===== src/rtl/perf_window_scheduler.sv =====
// Windowed busy-cycle monitor. A counting FSM accumulates per-channel busy
// cycles over back-to-back windows of window_len cycles. At each window end
// the counts are snapshotted and a compute FSM turns each one into a 0..100
// utilization percentage with a bit-serial restoring divider. Results are
// emitted one channel at a time.
//
// Handshake: a result is transferred in every cycle where util_valid and
// util_ready are both high. While util_valid is high, util_ch and util_pct
// hold steady until that transfer. util_valid never depends combinationally
// on util_ready.
module perf_window_scheduler #(
  parameter int NUM_CH = 4,
  parameter int CW     = 32
) (
  input  logic                      clk,
  input  logic                      reset,
  input  logic                      start,
  input  logic                      stop,
  input  logic [CW-1:0]             window_len,
  input  logic [NUM_CH-1:0]         busy,
  output logic                      util_valid,
  input  logic                      util_ready,
  output logic [$clog2(NUM_CH)-1:0] util_ch,
  output logic [6:0]                util_pct,
  output logic                      running,
  output logic                      window_done,
  output logic                      overrun,
  output logic                      cfg_err,
  output logic                      dbg_cnt_state,
  output logic [1:0]                dbg_cmp_state
);

  localparam int CHW = $clog2(NUM_CH);
  localparam int NW  = CW + 7;

  localparam logic       S_IDLE  = 1'b0;
  localparam logic       S_COUNT = 1'b1;
  localparam logic [1:0] C_IDLE  = 2'd0;
  localparam logic [1:0] C_DIV   = 2'd1;
  localparam logic [1:0] C_OUT   = 2'd2;

  logic            state_q, state_d;
  logic [CW-1:0]   len_q, len_d;
  logic [CW-1:0]   cycle_cnt_q, cycle_cnt_d;
  logic [CW-1:0]   busy_cnt_q [NUM_CH];
  logic [CW-1:0]   busy_cnt_d [NUM_CH];
  logic [CW-1:0]   busy_inc   [NUM_CH];
  logic [CW-1:0]   snap_q     [NUM_CH];
  logic [CW-1:0]   snap_d     [NUM_CH];
  logic            window_done_q, window_done_d;
  logic            overrun_q, overrun_d;
  logic            cfg_err_q, cfg_err_d;
  logic            win_end;

  logic [1:0]      c_state_q, c_state_d;
  logic [CW-1:0]   div_len_q, div_len_d;
  logic [CHW-1:0]  ch_q, ch_d;
  logic [2:0]      div_cnt_q, div_cnt_d;
  logic [NW-1:0]   rem_q, rem_d;
  logic [6:0]      quo_q, quo_d;
  logic [6:0]      pct_q, pct_d;
  logic [NW-1:0]   trial;
  logic [2:0]      sh;

  // Counting FSM: window sequencing, per-channel accumulation, start/stop.
  always_comb begin
    state_d       = state_q;
    len_d         = len_q;
    cycle_cnt_d   = cycle_cnt_q;
    window_done_d = 1'b0;
    cfg_err_d     = cfg_err_q;
    win_end       = 1'b0;
    for (int i = 0; i < NUM_CH; i++) begin
      busy_inc[i]   = busy_cnt_q[i] + CW'(busy[i]);
      busy_cnt_d[i] = busy_cnt_q[i];
    end
    case (state_q)
      S_IDLE: begin
        // stop in the same cycle suppresses start entirely
        if (start && !stop) begin
          if (window_len == '0) begin
            cfg_err_d = 1'b1;
          end else begin
            state_d     = S_COUNT;
            len_d       = window_len;
            cycle_cnt_d = '0;
            for (int i = 0; i < NUM_CH; i++) busy_cnt_d[i] = '0;
          end
        end
      end
      default: begin
        if (stop) begin
          // partial window is dropped: no snapshot, no window_done
          state_d     = S_IDLE;
          cycle_cnt_d = '0;
          for (int i = 0; i < NUM_CH; i++) busy_cnt_d[i] = '0;
        end else if (cycle_cnt_q == len_q - CW'(1)) begin
          win_end       = 1'b1;
          window_done_d = 1'b1;
          cycle_cnt_d   = '0;
          for (int i = 0; i < NUM_CH; i++) busy_cnt_d[i] = '0;
        end else begin
          cycle_cnt_d = cycle_cnt_q + CW'(1);
          for (int i = 0; i < NUM_CH; i++) busy_cnt_d[i] = busy_inc[i];
        end
      end
    endcase
  end

  // Compute FSM: snapshot capture, restoring division, result handshake.
  always_comb begin
    c_state_d = c_state_q;
    div_len_d = div_len_q;
    ch_d      = ch_q;
    div_cnt_d = div_cnt_q;
    rem_d     = rem_q;
    quo_d     = quo_q;
    pct_d     = pct_q;
    sh        = 3'd7 - div_cnt_q;
    trial     = NW'(div_len_q) << sh;
    for (int i = 0; i < NUM_CH; i++) snap_d[i] = snap_q[i];
    // a window ending while a result set is still in flight is lost
    overrun_d = overrun_q | (win_end && (c_state_q != C_IDLE));
    case (c_state_q)
      C_IDLE: begin
        if (win_end) begin
          for (int i = 0; i < NUM_CH; i++) snap_d[i] = busy_inc[i];
          div_len_d = len_q;
          ch_d      = '0;
          div_cnt_d = '0;
          c_state_d = C_DIV;
        end
      end
      C_DIV: begin
        if (div_cnt_q == 3'd0) begin
          rem_d     = NW'(snap_q[ch_q]) * NW'(100);
          quo_d     = '0;
          div_cnt_d = 3'd1;
        end else begin
          // quotient bit (7 - div_cnt); quotient never exceeds 100 < 2^7
          if (rem_q >= trial) begin
            rem_d = rem_q - trial;
            quo_d = quo_q | (7'd1 << sh);
          end
          if (div_cnt_q == 3'd7) begin
            pct_d     = quo_d;
            c_state_d = C_OUT;
          end else begin
            div_cnt_d = div_cnt_q + 3'd1;
          end
        end
      end
      C_OUT: begin
        if (util_ready) begin
          div_cnt_d = '0;
          if (ch_q == CHW'(NUM_CH - 1)) begin
            c_state_d = C_IDLE;
          end else begin
            ch_d      = ch_q + CHW'(1);
            c_state_d = C_DIV;
          end
        end
      end
      default: c_state_d = C_IDLE;
    endcase
  end

  // State registers with synchronous active-high reset.
  always_ff @(posedge clk) begin
    if (reset) begin
      state_q       <= S_IDLE;
      len_q         <= '0;
      cycle_cnt_q   <= '0;
      window_done_q <= 1'b0;
      overrun_q     <= 1'b0;
      cfg_err_q     <= 1'b0;
      c_state_q     <= C_IDLE;
      div_len_q     <= '0;
      ch_q          <= '0;
      div_cnt_q     <= '0;
      rem_q         <= '0;
      quo_q         <= '0;
      pct_q         <= '0;
      for (int i = 0; i < NUM_CH; i++) begin
        busy_cnt_q[i] <= '0;
        snap_q[i]     <= '0;
      end
    end else begin
      state_q       <= state_d;
      len_q         <= len_d;
      cycle_cnt_q   <= cycle_cnt_d;
      window_done_q <= window_done_d;
      overrun_q     <= overrun_d;
      cfg_err_q     <= cfg_err_d;
      c_state_q     <= c_state_d;
      div_len_q     <= div_len_d;
      ch_q          <= ch_d;
      div_cnt_q     <= div_cnt_d;
      rem_q         <= rem_d;
      quo_q         <= quo_d;
      pct_q         <= pct_d;
      for (int i = 0; i < NUM_CH; i++) begin
        busy_cnt_q[i] <= busy_cnt_d[i];
        snap_q[i]     <= snap_d[i];
      end
    end
  end

  assign util_valid    = (c_state_q == C_OUT);
  assign util_ch       = ch_q;
  assign util_pct      = pct_q;
  assign running       = (state_q == S_COUNT);
  assign window_done   = window_done_q;
  assign overrun       = overrun_q;
  assign cfg_err       = cfg_err_q;
  assign dbg_cnt_state = state_q;
  assign dbg_cmp_state = c_state_q;

endmodule


===== config.mk =====
export PLATFORM = sky130hd
export DESIGN_NAME = perf_window_scheduler
export DESIGN_NICKNAME = d
export VERILOG_FILES = /design/src/rtl/perf_window_scheduler.sv
export SDC_FILE = /design/constraint.sdc
export NUM_CORES = 1
export LEC_CHECK = 0
export ABC_AREA = 1
export CAP_MARGIN = 10
export CORE_ASPECT_RATIO = 2
export CORE_MARGIN = 4
export CORE_UTILIZATION = 30
export CTS_CLUSTER_SIZE = 30
export DETAILED_ROUTE_END_ITERATION = 8
export GPL_TIMING_DRIVEN = 0
export PLACE_DENSITY = 0.52
export SYNTH_ARGS = -nofsm -noshare
export SYNTH_HDL_FRONTEND = slang
export SYNTH_SLANG_ARGS = --single-unit

===== constraint.sdc =====
create_clock -name clk -period 5 [get_ports clk]
set_input_delay 0.5 -clock clk [delete_from_list [all_inputs] [get_ports clk]]
set_output_delay 0.5 -clock clk [all_outputs]
set_load 0.01 [all_outputs]

# Yosys cells after proc, flatten, opt, wreduce, memory -nomap -nowiden

Memory sizes are Yosys's and may differ from the RTL's. A register that Yosys moved wholly into a read port is not among the register bits.
Index checks and enable logic that the tools add are counted.

Memories: 2
Bits of input ports: 41
Register bits after elaboration: 160
Output and inout bits: 17
RAM bits: 256
Word-level logic and storage cells: 128

Memories:

| memory     | depth | width | rd ports | clocked after Yosys merged registers in | write ports | line | text |
|---|---|---|---|---|---|---|---|
| busy_cnt_q | 4     | 32    | 4        | 0                                       | 4           | 45   | `logic [CW-1:0] busy_cnt_q [NUM_CH];` |
| snap_q     | 4     | 32    | 1        | 1                                       | 4           | 48   | `logic [CW-1:0] snap_q [NUM_CH];` |

Add/subtract/negate cells: 10
Equality and inequality tests: 14
Multiplexer cells: 51
Bitwise logic cells: 13
Shift operators: 2
$mul: 1
Reductions and logical operators: 21
Magnitude comparators: 1

Operators with widths:

| operator              | number |
|---|---|
| $mux 128              | 7 |
| $mux 32               | 13 |
| $add 32x1->32         | 4 |
| $mux 39               | 2 |
| $ge 39x39->1          | 1 |
| $shl 32x3->39         | 1 |
| $sub 39x39->39        | 1 |
| $mul 32x5->37 const B | 1 |
| $add 32x1->32 const B | 1 |
| $eq 32x32->1          | 1 |
| $logic_not 32->1      | 1 |
| $sub 32x1->32 const B | 1 |
| $mux 2                | 9 |
| $mux 7                | 2 |
| $mux 3                | 4 |
| $ne 2x2->1 const B    | 6 |
| $reduce_and 3->1      | 4 |
| $reduce_and 4->1      | 3 |
| $mux 1                | 11 |
| $or 1x1->1            | 9 |
| $pmux 3 s3            | 1 |
| $reduce_bool 2->1     | 4 |
| $or 7x7->7            | 1 |
| $shl 1x3->7 const A   | 1 |
| other kinds (18)      | 24 |

# Logic depth before layout (Yosys ltp)

Gate-level depths: netlist of run 1.

Word-level depth: 9
Depth in mapped cells: 28

# Least setup slack after synthesis of run 1

No wires, ideal clock.

Path type: reg2reg
From: register len_q[0]
To: memory snap_q[0][0], enable pin
Cell stages (with the launch flop): 18
Clock period less this slack: 5.256 ns
Path buffers: 1
Library setup time: 0.492 ns
Path slack: -0.256 ns
Data arrival time: 4.764 ns
Data required time: 4.508 ns
Path through: dfxtp_1 inv_2 ha_1 nand2_2 nor2_8 nand2_2 nor2_2 nand3b_1 nand2_1 nand2_1 nor2_1 nand2_1 nor2_2 nand3_2 inv_2 nand2_2 buf_2 nand2_1

RTL lines:

| item                   | line | text |
|---|---|---|
| from (decl)            | 43   | `logic [CW-1:0] len_q, len_d;` |
| from (signal assigned) | 190  | `len_q <= len_d;` |
| to (decl)              | 48   |  |

==> flow_summary.toml, run 1 <==
[finish]
post-route-util_pct = 34.9
nets = 4629
fin_cells = 5663
synthToLayoutAreaGrowth_pct = 15.5
fill_cells = 10403
drive_gt1_share_pct = 7.52

[detailed_routing]
num_vias = 28614
drc = 0
drtIter0Drc = 1603
drtPass1Iterations = 7
drtAntennaViolNets = 0
drt_wl_total_mm = 121
wl_per_cell_um = 21.4
via_per_inst = 5.05

[power]
ir_worst_vdd_mv = 0.260
power_uw = 14500
leakage_uw = 0.0136
powerDensity_nw_per_um2 = 429

[critical_path]
crit_path_end_kind = "register"
worst-path-max-fanout = 10
endpoint = "rem_q[37]$_SDFFE_PP0P_"
start_kind = "register"
r2r_slack_ns = 0.22
path_class = "register to register"
cp.arrival_ns = 5.33
r2r_end = "rem_q[37]$_SDFFE_PP0P_"
crit_required_ns = 5.55
reg2reg_depth = 25

[flow_run]
cap_violations = 0

[clock_tree]
insertion_delay_ns = 0.61
cts.reportedPaths.clkPinSlew_ns = 0.07
h-tree-depth = 2
cts-root-buf = "clkbuf_16"
cts_tree = "done"
cts_sinks = 418
hold_buffers = 0
ctsLongestPathBuffers = 3
numCtsBuffers = 43

[placement]
hpwl_mm = 99.8
port_buffers = 56
gp_routability_congestion = 1.07
dp_cells = 5568
place_ws_ns = -1.20

[sta]
worst-slew-pin-transition_ns = 1.21
hold_viol_final = 0
min_period_ns = 4.78
fmax_ghz = 0.209
fin_crit_sh_pct = 95.7
worst_slack_ns = 0.216
slew_violations = 0
relSlewSlack_pct = 19.3
setup_violations = 0
fin_skew_ns = 0.0359

[floorplan]
die-area_um2 = 103000
row_count = 161
io_pins = 58
core-area_um2 = 96500
die_h_um = 449
die_x_um = 229
initial_core_util_pct = 30.2

[synthesis]
synth_top_family_by_area = "simple AND/OR/NAND/NOR gates"
mappedNetlistArea_um2 = 29200
synth.area.mux_share_pct = 0.137
yosysTopAreaCell = "dfxtp_1"
synth_enable_flop_cells = 128
synthSimpleGateAreaFrac_pct = 30.1
ys_ff_latch = 418
yosys.area_share.xor_xnor_pct = 5.01
synth.avg_cell_area_um2 = 6.81
ys.flop_type = "dfxtp_1"
synthTopCellsByCount = "nand2_1, nor2_1, inv_1, a21oi_1, dfxtp_1"
synthAdderAreaFrac_pct = 8.61
seq_area_frac_synth_pct = 33.1
synth_cell_types = 53
synth.most_common_cell = "nand2_1"
syn_inst = 4289
synth_warnings = 0
synth_top_area_share_pct = 19.9
synth_area_leaders = "dfxtp_1, nand2_1, edfxtp_1, nor2_1, ha_1"
syn_nets = 4514
postSynth.asyncResetShare_pct = 0
synth-compound-area-share_pct = 13.7

[global_route]
grt_max_degree = 73
grt_usage_pct = 22.6
grt_pass1_vias = 28737
grt_antenna_before_repair = 2
grt.overflow.total = 0
grt_pass1_wl_mm = 176

[min_path]
min_path_type = "register to register"

[outcome]
status = "completed"
## how the worst min path moves through the flow
stage,cells after the start,to,start,slack (ns)
after floorplan,2,rem_q[0]$_SDFFE_PP0P_,rem_q[0]$_SDFFE_PP0P_,0.44
after global placement,2,rem_q[0]$_SDFFE_PP0P_,rem_q[0]$_SDFFE_PP0P_,0.45
after detailed placement,2,rem_q[0]$_SDFFE_PP0P_,rem_q[0]$_SDFFE_PP0P_,0.46
after CTS,2,rem_q[0]$_SDFFE_PP0P_,rem_q[0]$_SDFFE_PP0P_,0.47
after global routing,2,busy_cnt_q[2][0]$_SDFFE_PP0P_,busy_cnt_q[2][0]$_SDFFE_PP0P_,0.50
final,2,rem_q[0]$_SDFFE_PP0P_,rem_q[0]$_SDFFE_PP0P_,0.47
## placed cells by master (no fill, tap or decap), drive strengths merged, types with 4 or more instances in the layout
master,instances
a21o,19
a21oi,359
a31o,4
a31oi,11
a32oi,24
buf,89
bufinv,11
clkbuf,143
clkdlybuf4s50,56
clkinv,15
clkinvlp,6
dfxtp,290
edfxtp,128
fa,28
ha,156
inv,519
mux2i,4
nand2,1046
nand3,223
nand3b,13
nand4,76
nor2,637
nor3,62
nor3b,8
nor4,25
o2111ai,4
o211ai,4
o21ai,258
o21bai,16
o22ai,9
or2,14
xnor2,43
xor2,124
## metrics by stage
step	setup TNS [ns]	hold WS, ns	instance area, µm²
after detailed placement	-27.67	0.459	31300
after global routing	-0.00700	0.497	33700
after CTS	0	0.470	33400
after global placement	-69.47	0.451	31300
after floorplan	0	0.439	29200
final	0	0.466	33700
## report_power, final
part           total, µW  leakage [µW]  internal (µW)  switching [µW]
Clock               3830      0.000775           2210            1620
Sequential          3710       0.00357           3600             102
Combinational       6920       0.00927           2130            4790
Total              14500        0.0136           7940            6520
## what timing repair did
action | 4_1_cts | 5_1_grt
setup endpoints to repair | 53 | 39
pin swaps | 7 | 10
setup buffers | 6 | 7
resized for setup | 92 | 94
## critical path, stage by stage, from the launching register on
cell	delay, ns
dfxtp_1	0.32
clkbuf_4	0.20
buf_6	0.17
clkbuf_4	0.18
o21ai_0	0.42
o22ai_2	0.21
ha_1	0.33
ha_1	0.27
inv_1	0.05
fa_1	0.49
inv_1	0.04
ha_1	0.38
nand2_1	0.12
inv_1	0.07
a21oi_1	0.14
nand2_1	0.11
a21o_1	0.27
a21oi_4	0.23
inv_1	0.06
nand3_1	0.09
nand2_1	0.06
nand2_1	0.07
nand3_2	0.18
nand2_1	0.13
nor2_1	0.06
nor2_1	0.08
## final cells by class
type / count / area (µm²) / share of cell area [%]
flip-flops and latches: 418 / 9650 / 28.6
repair buffers: 70 / 711 / 2.11
multi-input cells: 3182 / 17400 / 51.6
plain buffers: 174 / 866 / 2.57
clock buffers: 44 / 1100 / 3.27
well taps: 1222 / 1530 / 4.53
clock inverters: 36 / 515 / 1.53
diodes: 2 / 5.00 / 0.0148
inverters: 515 / 1930 / 5.73
## per-layer routing
metal / vias to the layer above / share of wire [%] / track usage [%]
met5: - / 0 / 0
met4: 0 / 9.8 / 18.6
met3: 357 / 2.9 / 2.37
met2: 708 / 56 / 45.9
met1: 13359 / 31 / 19.2
li1: 14190 / - / -
## cell families after synthesis
family          count (synthesis)
compound gates                720
fa+ha+maj                     184
mux                             4
simple gates                 2107
flops                         418
xor+xnor                      167
buf+inv                       689
## sequential cells by signal, indices dropped and copies added, names as in the netlist, 2 cells and up, named ones only
signal,flops
quo_q,7
snap_q,128
util_ch,2
cycle_cnt_q,32
rem_q,39
busy_cnt_q,128
div_cnt_q,3
div_len_q,32
util_pct,7
len_q,32
dbg_cmp_state,2
(Power assumes the default switching activity.)
==> run 2: changes to the inputs <==
DONT_BUFFER_PORTS = 1   (was not set)
PLACE_DENSITY = 0.51   (was 0.52)
==> flow_summary.toml, run 2 (synthesis results as in run 1) <==
[sta]
worst-slew-pin-transition_ns = 1.23
fmax_ghz = 0.207
hold_viol_final = 0
fin_crit_sh_pct = 96.7
whs_ns = 0.0892
setup_tns_ns = 0
relSlewSlack_pct = 18.0
setup_violations = 0
min_period_ns = 4.84
fin_skew_ns = 0.0281
slew_violations = 0

[clock_tree]
ctsLongestPathBuffers = 3
h-tree-depth = 2
numCtsBuffers = 42
cts-root-buf = "clkbuf_16"
cts_sinks = 418
cts.reportedPaths.clkPinSlew_ns = 0.08
insertion_delay_ns = 0.62
hold_buffers = 0
cts_tree = "done"

[min_path]
min_path_type = "input pin to register"

[critical_path]
start_kind = "register"
path_cells = "clkbuf_4, clkinvlp_4, clkbuf_4, nand2_1, nand2_1, o21ai_0, inv_1, o21ai_0, ha_1, nand2_1, nor2_1, nand2_1, nand2_1, nand3_1, nand2_1, nand2_1, nand2_1, nand2_1, nand3_4, nand2_8, buf_2, nor2_1, nor2_1"
cp.arrival_ns = 5.35
max_stage_delay_ns = 0.43
critPathTopFamily = "simple AND/OR/NAND/NOR gates"
crit_required_ns = 5.51
crit_slowest_cell = "nor2_1"
crit_buf_inv = 5
path_class = "register to register"
crit_path_end_kind = "register"
crit_path_frequent_cell = "nand2_1"
worst-path-max-fanout = 10

[finish]
final_cell_mix = "nand2_1, nor2_1, inv_1, a21oi_1, dfxtp_1"
nets = 4573
drive_gt1_share_pct = 7.58
post-route-util_pct = 34.3
final_common_cell = "nand2_1"
largestRegisters = "busy_cnt_q: 128 flops, snap_q: 128 flops, rem_q: 39 flops"
synthToLayoutAreaGrowth_pct = 13.3

[detailed_routing]
drtPass1Iterations = 6
drc = 0
via_per_inst = 5.08
drt_wl_total_mm = 123
drtIter0Drc = 1518
drtAntennaViolNets = 0
num_vias = 28526
wl_per_cell_um = 22.0

[floorplan]
die-area_um2 = 103000
initial_core_util_pct = 30.2
row_count = 161
die_x_um = 229
io_pins = 58
die_h_um = 449
core-area_um2 = 96500

[placement]
hpwl_mm = 102
port_buffers = 0
gp_routability_congestion = 1.08

[power]
power_uw = 14000
powerDensity_nw_per_um2 = 423
leakage_uw = 0.0133
ir_worst_vdd_mv = 0.279

[global_route]
grt_pass1_vias = 28723
grt_usage_pct = 23.1
grt_max_degree = 95
grt.overflow.total = 0
grt_pass1_wl_mm = 178
grt_antenna_before_repair = 13

[outcome]
status = "completed"

[flow_run]
cap_violations = 0
## run 2: layout make-up
cell class                      count  area [µm²]
Clock inverter                     27         273
Tap cell                         1222        1530
Sequential cell                   418        9650
Clock buffer                       50        1110
Timing Repair Buffer               15         174
Fill cell                       10529       63400
Inverter                          515        1940
Buffer                            174         866
Antenna cell                       13        32.5
Multi-Input combinational cell   3182       17500
## run 2: final timing paths
kind	from	endpoint	slack, ns	depth (start not counted)
worst min-delay path	window_len[3]	len_q[3]$_SDFFE_PP0P_	0.09	2
worst max-delay path	div_cnt_q[0]$_SDFFE_PP0P_	rem_q[35]$_SDFFE_PP0P_	0.16	23
worst max register to register	div_cnt_q[0]$_SDFFE_PP0P_	rem_q[35]$_SDFFE_PP0P_	0.16	23
worst min register to register	rem_q[0]$_SDFFE_PP0P_	rem_q[0]$_SDFFE_PP0P_	0.47	2
## run 2: report_power, final
group          leakage [µW]  switching (µW)  internal [µW]
logic               0.00908            4780           2120
clock network      0.000664            1560           1820
registers           0.00357             103           3610
## run 2: timing repair
action	in CTS	in global routing
hold endpoints to repair	0	0
setup endpoints to repair	52	47
pin swaps	9	7
buffers inserted	9	3
gates resized for setup	86	116
## run 2: layer usage
| metal | GRT usage, % | vias up | routed length, µm |
|---|---|---|---|
| li1 | - | 14088 | - |
| met5 | 0 | - | 54 |
| met3 | 3.96 | 363 | 5050 |
| met2 | 46.7 | 668 | 68700 |
| met4 | 19.2 | 10 | 12500 |
| met1 | 18.6 | 13397 | 37100 |
## run 2: through the flow
stage / std cells / setup WS, ns / area [µm²]
2_1_floorplan: 4289 / 0.651 / 29200
5_1_grt: 5606 / -0.0345 / 33100
4_1_cts: 5600 / -0.0485 / 32600
3_5_place_dp: 5514 / -1.17 / 30800
3_3_place_gp: 5511 / -1.21 / 30700
6_report: 5616 / 0.165 / 33100
